`src/rtl/instr_mem_arbiter.sv`:
```
// Arbitrates the single-port instruction RAM between the fetch unit (reads) and the
// program loader (writes), sequencing 3-cycle reads and 2-cycle writes with round-robin.
module instr_mem_arbiter #(
  parameter int ADDRESS_BUS_WIDTH = 10,
  parameter int INSTRUCTION_WIDTH = 19
) (
  input  logic                         clk,
  input  logic                         reset,
  input  logic                         fetch_valid,
  input  logic [ADDRESS_BUS_WIDTH-1:0] fetch_addr,
  output logic                         fetch_ready,
  output logic                         fetch_rvalid,
  output logic [INSTRUCTION_WIDTH-1:0] fetch_rdata,
  input  logic                         load_valid,
  input  logic [ADDRESS_BUS_WIDTH-1:0] load_addr,
  input  logic [INSTRUCTION_WIDTH-1:0] load_wdata,
  output logic                         load_ready,
  output logic                         addr_err,
  output logic [ADDRESS_BUS_WIDTH-1:0] load_count,
  output logic [ADDRESS_BUS_WIDTH-1:0] ram_addr,
  output logic                         ram_read,
  output logic                         ram_write,
  output logic [INSTRUCTION_WIDTH-1:0] ram_wdata,
  input  logic [INSTRUCTION_WIDTH-1:0] ram_rdata
);

  localparam int AW = ADDRESS_BUS_WIDTH;
  localparam int IW = INSTRUCTION_WIDTH;

  typedef enum logic [1:0] {
    IDLE     = 2'd0,
    RD_ISSUE = 2'd1,
    RD_RESP  = 2'd2,
    WR_ISSUE = 2'd3
  } state_t;

  typedef enum logic {
    GRANT_FETCH = 1'b0,
    GRANT_LOAD  = 1'b1
  } grant_t;

  function automatic logic [AW-1:0] word_align(input logic [AW-1:0] a);
    return {a[AW-1:2], 2'b00};
  endfunction

  function automatic logic is_misaligned(input logic [AW-1:0] a);
    return |a[1:0];
  endfunction

  state_t          state_q, state_d;
  grant_t          last_grant_q, last_grant_d;
  logic [AW-1:0]   ram_addr_q, ram_addr_d;
  logic            ram_read_q, ram_read_d;
  logic            ram_write_q, ram_write_d;
  logic [IW-1:0]   ram_wdata_q, ram_wdata_d;
  logic            fetch_rvalid_q, fetch_rvalid_d;
  logic [IW-1:0]   rdata_hold_q, rdata_hold_d;
  logic            addr_err_q, addr_err_d;
  logic [AW-1:0]   load_count_q, load_count_d;

  logic            grant_fetch;
  logic            grant_load;

  // Grant decision: only from IDLE, never while reset is held, one winner at most.
  always_comb begin
    grant_fetch = 1'b0;
    grant_load  = 1'b0;
    if (!reset && state_q == IDLE) begin
      if (fetch_valid && load_valid) begin
        grant_load  = (last_grant_q == GRANT_FETCH);
        grant_fetch = (last_grant_q == GRANT_LOAD);
      end else begin
        grant_fetch = fetch_valid;
        grant_load  = load_valid;
      end
    end
  end

  always_comb begin
    state_d        = state_q;
    last_grant_d   = last_grant_q;
    ram_addr_d     = ram_addr_q;
    ram_wdata_d    = ram_wdata_q;
    rdata_hold_d   = rdata_hold_q;
    load_count_d   = load_count_q;
    ram_read_d     = 1'b0;
    ram_write_d    = 1'b0;
    fetch_rvalid_d = 1'b0;
    addr_err_d     = 1'b0;

    case (state_q)
      IDLE: begin
        if (grant_fetch) begin
          state_d      = RD_ISSUE;
          last_grant_d = GRANT_FETCH;
          ram_read_d   = 1'b1;
          ram_addr_d   = word_align(fetch_addr);
          addr_err_d   = is_misaligned(fetch_addr);
        end else if (grant_load) begin
          state_d      = WR_ISSUE;
          last_grant_d = GRANT_LOAD;
          ram_write_d  = 1'b1;
          ram_addr_d   = word_align(load_addr);
          ram_wdata_d  = load_wdata;
          addr_err_d   = is_misaligned(load_addr);
        end
      end
      RD_ISSUE: begin
        state_d        = RD_RESP;
        fetch_rvalid_d = 1'b1;
      end
      RD_RESP: begin
        state_d      = IDLE;
        rdata_hold_d = ram_rdata;
      end
      WR_ISSUE: begin
        state_d      = IDLE;
        load_count_d = load_count_q + AW'(1);
      end
      default: state_d = IDLE;
    endcase
  end

  // Single register stage: RAM strobes are launched on the accept edge so they
  // are visible in the cycle after the handshake.
  always_ff @(posedge clk) begin
    if (reset) begin
      state_q        <= IDLE;
      last_grant_q   <= GRANT_FETCH;
      ram_addr_q     <= '0;
      ram_read_q     <= 1'b0;
      ram_write_q    <= 1'b0;
      ram_wdata_q    <= '0;
      fetch_rvalid_q <= 1'b0;
      rdata_hold_q   <= '0;
      addr_err_q     <= 1'b0;
      load_count_q   <= '0;
    end else begin
      state_q        <= state_d;
      last_grant_q   <= last_grant_d;
      ram_addr_q     <= ram_addr_d;
      ram_read_q     <= ram_read_d;
      ram_write_q    <= ram_write_d;
      ram_wdata_q    <= ram_wdata_d;
      fetch_rvalid_q <= fetch_rvalid_d;
      rdata_hold_q   <= rdata_hold_d;
      addr_err_q     <= addr_err_d;
      load_count_q   <= load_count_d;
    end
  end

  assign fetch_ready  = grant_fetch;
  assign load_ready   = grant_load;
  assign fetch_rvalid = fetch_rvalid_q;
  // Response data comes straight from the RAM in RD_RESP and is held afterwards.
  assign fetch_rdata  = fetch_rvalid_q ? ram_rdata : rdata_hold_q;
  assign addr_err     = addr_err_q;
  assign load_count   = load_count_q;
  assign ram_addr     = ram_addr_q;
  assign ram_read     = ram_read_q;
  assign ram_write    = ram_write_q;
  assign ram_wdata    = ram_wdata_q;

  a_ram_excl: assert property (@(posedge clk) !(ram_read_q && ram_write_q));
  a_one_ready: assert property (@(posedge clk) !(grant_fetch && grant_load));

endmodule
```
`config.mk`:
```
export PLATFORM = sky130hd
export DESIGN_NAME = instr_mem_arbiter
export DESIGN_NICKNAME = d
export VERILOG_FILES = /design/src/rtl/instr_mem_arbiter.sv
export SDC_FILE = /design/constraint.sdc
export NUM_CORES = 1
export LEC_CHECK = 0
export CAP_MARGIN = 20
export CORE_MARGIN = 5
export CORE_UTILIZATION = 60
export DETAILED_ROUTE_END_ITERATION = 6
export DONT_BUFFER_PORTS = 1
export GPL_TIMING_DRIVEN = 0
export HOLD_SLACK_MARGIN = 0.1
export PLACE_DENSITY = 0.76
export SLEW_MARGIN = 20
export SYNTH_ARGS = -nofsm -noshare
export SYNTH_HDL_FRONTEND = slang
export SYNTH_SLANG_ARGS = --single-unit
```
`constraint.sdc`:
```
create_clock -name clk -period 3.3 [get_ports clk]
set_clock_uncertainty 0.05 [all_clocks]
set_input_delay 0.33 -clock clk [delete_from_list [all_inputs] [get_ports clk]]
set_output_delay 0.33 -clock clk [all_outputs]
set_load 0.03 [all_outputs]
```
==> results of run 1 <==
==> registers in the layout, indices dropped and copies added, names as in the netlist <==
name	count
ram_wdata	19
rdata_hold_q	19
load_count	10
ram_addr	8
state_q	2
addr_err	1
fetch_rvalid	1
last_grant_q	1
ram_read	1
ram_write	1
==> kinds of logic (layout without fill, tap and decap cells) <==
family                   count (synthesis)  in the layout  synth area share
AO/OA/AOI/OAI                           71             71             0.147
XOR/XNOR                                 2              2           0.00640
adder cells (fa/ha/maj)                  1              1           0.00457
buffers and inverters                   35             88            0.0603
flip-flops                              63             63             0.460
multiplexers                            20             20            0.0822
other                                    1              2           0.00137
AND/OR/NAND/NOR                        128            128             0.238
==> path summary, 6_finish.rpt <==
| kind | cells past startpoint | end | slack (ns) | from |
|---|---|---|---|---|
| worst max register to register | 5 | ram_wdata[16]$_SDFFE_PP0P_ | 1.10 | state_q[0]$_SDFFE_PP0P_ |
| worst max-delay path | 3 | fetch_rdata[9] | 0.59 | fetch_rvalid$_SDFF_PP0_ |
| worst min register to register | 2 | rdata_hold_q[11]$_SDFFE_PP0N_ | 0.40 | rdata_hold_q[11]$_SDFFE_PP0N_ |
| worst min-delay path | 2 | addr_err$_SDFF_PP0_ | 0.13 | load_addr[0] |
==> through the flow <==
step | cell area, um^2 | total power [mW] | instances
2_1_floorplan | 2740 | 1.16 | 322
3_3_place_gp | 2810 | 1.21 | 374
3_5_place_dp | 2810 | 1.21 | 374
4_1_cts | 3350 | 1.80 | 427
5_1_grt | 3350 | 1.88 | 427
6_report | 3350 | 1.80 | 427
==> worst max-delay path: stages, from the launching register on <==
cell	delay [ns]
dfxtp_1	0.52
clkbuf_1	0.48
clkbuf_1	0.50
mux2_2	0.50
==> power by group through the flow <==
stage	combinational, mW	sequential [mW]	clock (mW)
after detailed placement	0.269	0.942	0
final	0.312	0.927	0.556
after global routing	0.340	0.932	0.603
after floorplan	0.228	0.931	0
after CTS	0.307	0.926	0.566
after global placement	0.265	0.941	0
==> placed cells by master (no fill, tap or decap), types with 10 or more instances in the layout <==
cell	instances
o21ai_0	31
nand3_1	31
clkbuf_1	23
mux2_2	20
dfxtp_1	63
nand2_1	45
clkbuf_8	10
dlygate4sd3_1	38
nand2b_1	21
a21oi_1	26
==> what timing repair did <==
| action | 4_1_cts | 5_1_grt |
|---|---|---|
| resized for setup | 0 | 0 |
| hold buffers | 38 | 0 |
| hold endpoints to repair | 38 | 0 |
==> cell type report <==
type	instances	area, um^2	share of cell area
Multi-Input combinational cell	224	1320	0.393
Tap cell	52	65.1	0.0194
Timing Repair Buffer	38	380	0.114
Clock buffer	14	153	0.0456
Inverter	7	26.3	0.00785
Buffer	28	139	0.0415
Sequential cell	63	1260	0.377
Clock inverter	1	5.00	0.00150
==> routing by layer <==
metal  track usage  part of all wire
met5             0                 0
met4        0.0997             0.025
met3         0.108             0.098
met2         0.398              0.49
met1         0.285              0.39
==> run metrics, run 1 <==
Internal 1.23 mW; WL final around 7400 um; CTS H-Tree Depth 3; status finished clean; worst-case vdd ir drop 0.418 mV; Comb pwr share 0.174; ys flop type dfxtp_1; Pleak ~1.2 nW; synthesis-stage register bit count 63; Clock Sink Count between 60 and 70; CTS clk-pin slew, worst paths 0.06 ns; TritonRoute pass-1 iters 4; PortBufs 0; postcts setup bufs 0; Worst Hold Class in -> reg; number of buffers created by CTS 9; die width about 78 um; post-layout min period 2.71 ns; minimum hold slack 0.127 ns; Post-synth ARST share 0; die height just under 80 um; Critical Path RT 2.92 ns; nets approximately 430; routability congestion estimate ~0.8; Worst setup SP type register; Seq/Total Area, Yosys 0.460; Clk pwr share 0.310; P_sw about 0.57 mW; Power per Cell Area between 500 and 600 nW/um^2; WL per Instance 17.3 um; Worst Path Max Fanout 10; gate count of the mapped netlist ~320; 1st-iter DRT viols 84; HPWL after DPL approximately 4900 um; post-layout util 0.763; ANT nets after route 0; Area Growth Syn to Fin 22.2%; GRT Residual Overflow 0; initial antenna violation count 0; RSZ-0062 raised after global routing false; clock tree buffer depth 2; syn avg cell area between 8 and 9 um^2; YS warnings 0; core area between 4000 and 5000 um^2; die area about 6000 um^2; Max Slew Vio Count 0; Setup CP Type reg -> out; GRT Util Overall 0.246; pin count of the biggest net entering global routing 11; Sequential Power Share 0.516; cell taking the most area after synthesis dfxtp_1; Initial Util 0.625; final setup fails 0; first-pass GRT wire length about 12000 um; max-cap viol count 0; Synth Cell Area 2740 um^2; n_diodes 0; WP data arrival ~2.3 ns; layout cells sized above 1 0.109; detail-routed via count per cell just under 6; Rows 24; count leader, synth dfxtp_1; DRC 0; post-route setup TNS 0 ns; fill cell count ~330; worst skew pair latency approximately 0.33 ns; commonest cells in the netlist 63 x dfxtp_1, 45 x nand2_1, 31 x nand3_1, 31 x o21ai_0, 26 x a21oi_1; TritonCTS clock tree done; Netlist cell types 31; CTS Root Cell clkbuf_8; worst rel slew slack 0.544; Final Hold Vio Count 0; I/O Pins 126; pre-CTS setup slack roughly 0.93 ns; synth top area cells dfxtp_1 46%, mux2_2 8.2%, nand2_1 6.2%; switch share 0.318; vias post-DR around 2500; Post-synth EDFFs 0; Max Freq between 300 and 400 MHz; Synth top area share 0.460; CP Capture Type output pin; vias in the first global route 2457; Setup WS post-layout just under 0.6 ns; period utilisation layout 0.821; Slew @ Worst Pin just under 0.7 ns
Power figures use the tool's default switching activity.
==> run 2: changes to the inputs <==
==> constraint.sdc (replaced) <==
create_clock -name clk -period 2.53 [get_ports clk]
set_clock_uncertainty 0.05 [all_clocks]
set_input_delay 0.253 -clock clk [delete_from_list [all_inputs] [get_ports clk]]
set_output_delay 0.253 -clock clk [all_outputs]
set_load 0.03 [all_outputs]
==> run metrics, run 2 (synthesis results as in run 1) <==
final setup fails 0 (unchanged); nets 444 (was 434); status finished clean (unchanged); leading cell types in the layout, fill and taps excluded 63 x dfxtp_1, 49 x dlygate4sd3_1, 45 x nand2_1 (was 63 x dfxtp_1, 45 x nand2_1, 38 x dlygate4sd3_1); initial antenna violation count 0 (unchanged); Placed Cells 374 (unchanged); Setup CP Type reg -> reg (was reg -> out); R2R Setup Slk 0.17 ns (was 1.10 ns); number of buffers created by CTS 9 (unchanged); vias post-DR 2500 (was 2478); Slew @ Worst Pin 0.627 ns (was 0.684 ns); period utilisation layout 0.932; I/O Pins 126 (unchanged); Max Slew Vio Count 0 (unchanged); TritonCTS clock tree done (unchanged); worst skew pair latency 0.33 ns (about the same); HPWL after DPL 4880 um (unchanged); Power per Cell Area 684 nW/um^2 (was 537 nW/um^2); Min-Delay Path Depth 2 (unchanged); post-layout min period about 2.4 ns; P_sw 0.752 mW (was 0.570 mW); ANT nets after route 0 (unchanged); Comb pwr share 0.179 (was 0.174); Worst R2R End addr_err$_SDFF_PP0_ (was ram_wdata[16]$_SDFFE_PP0P_); hold_sp fetch_addr[4] (was load_addr[0]); Clk pwr share 0.309 (was 0.310); Sequential Power Share 0.512 (was 0.516); Pleak 1.26 nW (was 1.20 nW); Internal 1.61 mW (was 1.23 mW); Final Power 2.36 mW (was 1.80 mW); Final Non-Filler Cells 437 (was 427); first-pass GRT wire length 12300 um (was 12100 um); Area Growth Syn to Fin 26.1% (was 22.2%); Critical Path RT 2.76 ns (was 2.92 ns); pin count of the biggest net entering global routing 11 (unchanged); core area 4380 um^2 (unchanged); die height 77.6 um (unchanged); n_diodes 0 (unchanged); cell chain of the critical path buf_4 > or3_4 > buf_6 > or3_4 > buf_6 > o22ai_1 > dlygate4sd3_1 (was clkbuf_1 > clkbuf_1 > mux2_2); CTS clk-pin slew, worst paths 0.06 ns (about the same); post-layout util 0.788 (was 0.763); detail-routed via count per cell 5.72 (was 5.80); Initial Util 0.625 (unchanged); RSZ-0062 raised after global routing false (unchanged); fill cell count 322 (was 333); Final Hold Vio Count 0 (unchanged); Worst Hold Class in -> reg (unchanged); pre-CTS setup slack 0.238 ns (was 0.931 ns); WP data arrival 2.58 ns (was 2.33 ns); routability congestion estimate 0.779 (unchanged); Worst setup SP type register (unchanged); Worst Path Max Fanout 10 (unchanged); switch share 0.318 (about the same); minimum hold slack 0.160 ns (was 0.127 ns); RR Startpoint state_q[1]$_SDFFE_PP0P_ (was state_q[0]$_SDFFE_PP0P_); vias in the first global route 2527 (was 2457); CP Capture Type register (was output pin); postcts setup bufs 0 (unchanged); die width 77.6 um (unchanged); DRC 0 (unchanged); CP max stage cell dlygate4sd3_1 (was dfxtp_1); Clock Sink Count 63 (unchanged); worst rel slew slack 0.580 (was 0.544); die area 6020 um^2 (unchanged); PortBufs 0 (unchanged); CTS H-Tree Depth 3 (unchanged); GRT Util Overall 0.251 (was 0.246); TritonRoute pass-1 iters 4 (unchanged); Setup WS post-layout 0.173 ns (was 0.590 ns); max-cap viol count 0 (unchanged); WL per Instance 17.2 um (was 17.3 um); GRT Residual Overflow 0 (unchanged); CP max stage delay 0.56 ns (was 0.52 ns); Final Instance Area 3450 um^2 (was 3350 um^2); worst-case vdd ir drop 0.552 mV (was 0.418 mV); post-route setup TNS 0 ns (unchanged); WL final 7520 um (was 7390 um); CTS Root Cell clkbuf_8 (unchanged); Placed Area 2810 um^2 (unchanged); Hold Path End ram_addr[4]$_SDFFE_PP0P_ (was addr_err$_SDFF_PP0_); leading cell type in the layout, fill and taps excluded dfxtp_1 (unchanged); clock tree buffer depth 2 (unchanged); Max Freq between 400 and 500 MHz; layout cells sized above 1 0.112 (was 0.109); 1st-iter DRT viols 129 (was 84); Rows 24 (unchanged); Reg2Reg Depth 7 (was 5)
==> run 2: worst max-delay path by stage <==
stage | from | to | slack (ns)
detailed placement | reset | ram_wdata[13]$_SDFFE_PP0P_ | 0.24
global placement | reset | ram_wdata[11]$_SDFFE_PP0P_ | 0.27
finish | state_q[1]$_SDFFE_PP0P_ | addr_err$_SDFF_PP0_ | 0.17
CTS | fetch_rvalid$_SDFF_PP0_ | fetch_rdata[10] | 0.07
global route | state_q[1]$_SDFFE_PP0P_ | addr_err$_SDFF_PP0_ | 0.07
floorplan | fetch_rvalid$_SDFF_PP0_ | fetch_rdata[10] | 0.55
==> run 2: metal layers <==
metal	up-vias	track usage	share of wire	wire, um
met5	-	0	0	0
met2	130	0.407	0.49	3660
met1	1122	0.292	0.39	2910
li1	1232	-	-	-
met4	0	0.103	0.028	209
met3	16	0.105	0.099	742
==> run 2: repair_timing <==
item                                    in CTS  in global routing
resized for setup                            1                  2
endpoints found under the setup margin      10                 11
hold buffers                                49                  0
endpoints found under the hold margin       47                  0
==> run 2: power groups by stage <==
stage,Sequential (mW),Combinational [mW],Clock (mW)
after CTS,1.21,0.415,0.739
final,1.21,0.423,0.730
after detailed placement,1.23,0.351,0
after floorplan,1.21,0.297,0
after global placement,1.23,0.346,0
after global routing,1.22,0.460,0.790
==> run 2: worst max-delay path, delay by kind of cell (launching register included) <==
kind,cells,cell delay (ns)
buffers and inverters,4,1.02
and+or+nand+nor,2,0.74
DFF,1,0.32
AOI/OAI and AO/OA,1,0.17
==> run 2: layout make-up <==
| class | instances | area [um^2] | area share |
|---|---|---|---|
| clock buffers | 14 | 153 | 0.0442 |
| flip-flops and latches | 63 | 1260 | 0.365 |
| inverters | 7 | 26.3 | 0.00761 |
| well taps | 52 | 65.1 | 0.0188 |
| clock inverters | 1 | 5.00 | 0.00145 |
| plain buffers | 27 | 138 | 0.0398 |
| multi-input cells | 224 | 1320 | 0.381 |
| repair buffers | 49 | 490 | 0.142 |
==> run 3: changes to the inputs <==
--- a/config.mk
+++ b/config.mk
@@ -7,12 +7,11 @@
 export LEC_CHECK = 0
 export CAP_MARGIN = 20
 export CORE_MARGIN = 5
-export CORE_UTILIZATION = 60
+export CORE_UTILIZATION = 30
 export DETAILED_ROUTE_END_ITERATION = 6
 export DONT_BUFFER_PORTS = 1
 export GPL_TIMING_DRIVEN = 0
 export HOLD_SLACK_MARGIN = 0.1
-export PLACE_DENSITY = 0.76
 export SLEW_MARGIN = 20
 export SYNTH_ARGS = -nofsm -noshare
 export SYNTH_HDL_FRONTEND = slang
==> run metrics, run 3 (synthesis results as in run 1) <==
status finished clean (unchanged); Critical Path RT 2.76 ns (about the same); PortBufs 0 (unchanged); die height 106 um (was 77.6 um); period utilisation layout 0.927 (was 0.932); clock tree buffer depth 2 (unchanged); CTS clk-pin slew, worst paths 0.07 ns (was 0.06 ns); vias post-DR 2550 (was 2500); leading cell type in the layout, fill and taps excluded dfxtp_1 (unchanged); worst-case vdd ir drop 0.345 mV (was 0.552 mV); Rows 34 (was 24); worst skew pair latency 0.33 ns (about the same); pin count of the biggest net entering global routing 20 (was 11); first-pass GRT wire length 12900 um (was 12300 um); RSZ-0062 raised after global routing false (unchanged); Worst Hold Class in -> reg (unchanged); GRT Residual Overflow 0 (unchanged); n_diodes 0 (unchanged); I/O Pins 126 (unchanged); initial antenna violation count 0 (unchanged); post-route setup TNS 0 ns (unchanged); ANT nets after route 0 (unchanged); Clock Sink Count 63 (unchanged); met2 WL 3900 um (was 3660 um); CTS H-Tree Depth 3 (unchanged); Area Growth Syn to Fin 29.4% (was 26.1%); number of buffers created by CTS 9 (unchanged); Setup CP Type reg -> reg (unchanged); R2R Setup Slk 0.19 ns (was 0.17 ns); core area 8810 um^2 (was 4380 um^2); nets 444 (unchanged); max-cap viol count 0 (unchanged); Worst Path Max Fanout 10 (unchanged); DR WL met3 729 um (was 742 um); final setup fails 0 (unchanged); GRT Util Overall 0.144 (was 0.251); vias in the first global route 2572 (was 2527); layout cells sized above 1 0.119 (was 0.112); WL per Instance 16.3 um (was 17.2 um); 1st-iter DRT viols 120 (was 129); Final Hold Vio Count 0 (unchanged); worst rel slew slack 0.552 (was 0.580); fill cell count 857 (was 322); Reg area 1260 um^2 (unchanged); TritonCTS clock tree done (unchanged); Worst setup SP type register (unchanged); M1 wire length 3300 um (was 2910 um); HPWL after DPL 5320 um (was 4880 um); Slew @ Worst Pin 0.668 ns (was 0.627 ns); CTS Root Cell clkbuf_8 (unchanged); multi-input logic area 1320 um^2 (unchanged); Initial Util 0.311 (was 0.625); Pleak 1.27 nW (was 1.26 nW); WL final 8050 um (was 7520 um); minimum hold slack 0.157 ns (was 0.160 ns); die width 106 um (was 77.6 um); Max Slew Vio Count 0 (unchanged); DR top layer met4 (unchanged); Power per Cell Area 683 nW/um^2 (was 684 nW/um^2); TritonRoute pass-1 iters 4 (unchanged); leading cell types in the layout, fill and taps excluded 63 x dfxtp_1, 49 x dlygate4sd3_1, 45 x nand2_1 (unchanged); Max Freq 427 MHz (was 424 MHz); detail-routed via count per cell 5.16 (was 5.72); WP data arrival 2.58 ns (about the same); CP Capture Type register (unchanged); post-layout min period 2.34 ns (was 2.36 ns); DRC 0 (unchanged); die area 11100 um^2 (was 6020 um^2); routability congestion estimate 0.765 (was 0.779)
## run 3: cell count changes in the layout (fill, tap and decap cells not counted), sizes merged
cell and delta:
clkbuf -1, clkinv +1, clkinvlp +1
## run 3: path summary, 6_finish.rpt
| check | start | endpoint | cells after the start |
|---|---|---|---|
| max | state_q[1]$_SDFFE_PP0P_ | addr_err$_SDFF_PP0_ | 7 |
| min | fetch_addr[8] | ram_addr[8]$_SDFFE_PP0P_ | 2 |
| max reg2reg | state_q[1]$_SDFFE_PP0P_ | addr_err$_SDFF_PP0_ | 7 |
| min reg2reg | rdata_hold_q[4]$_SDFFE_PP0N_ | rdata_hold_q[4]$_SDFFE_PP0N_ | 2 |
## run 3: where the power goes
group	switching (mW)	total (mW)	internal, mW
Sequential	0.142	1.21	1.07
Clock	0.381	0.788	0.407
Combinational	0.258	0.424	0.166
## run 3: area by class of cell
| class | instances | share of cell area |
|---|---|---|
| Multi-Input combinational cell | 224 | 0.371 |
| Sequential cell | 63 | 0.356 |
| Timing Repair Buffer | 49 | 0.138 |
| Clock buffer | 13 | 0.0448 |
| Buffer | 27 | 0.0388 |
| Tap cell | 108 | 0.0381 |
| Inverter | 7 | 0.00742 |
| Clock inverter | 3 | 0.00494 |
## run 3: repair_timing
action                                  4_1_cts  5_1_grt
endpoints found under the hold margin        47        0
gates resized for setup                       1        2
hold buffers                                 49        0
buffers inserted                              0        0
endpoints found under the setup margin       10        1
## run 3: layer usage
layer,GRT usage,up-vias
li1,-,1235
met1,0.166,1196
met2,0.238,103
met3,0.0581,16
met4,0.0564,0
met5,0,-
## run 3: worst max-delay path: stages, from the launching register on
cell and delay, ns:
dfxtp_1 0.32, buf_4 0.17, or3_4 0.37, buf_6 0.14
or3_4 0.38, buf_6 0.15, o22ai_1 0.16, dlygate4sd3_1 0.56
## run 3: metrics by stage
step | area [um^2] | util | instances | power (mW) | setup WS [ns]
2_1_floorplan | 2740 | - | 322 | 1.51 | 0.547
3_3_place_gp | 2880 | 0.327 | 430 | 1.58 | 0.161
3_5_place_dp | 2880 | 0.327 | 430 | 1.59 | 0.146
4_1_cts | 3540 | 0.402 | 494 | 2.45 | 0.00857
5_1_grt | 3540 | 0.402 | 494 | 2.56 | 0.0569
6_report | 3540 | 0.402 | 494 | 2.42 | 0.186
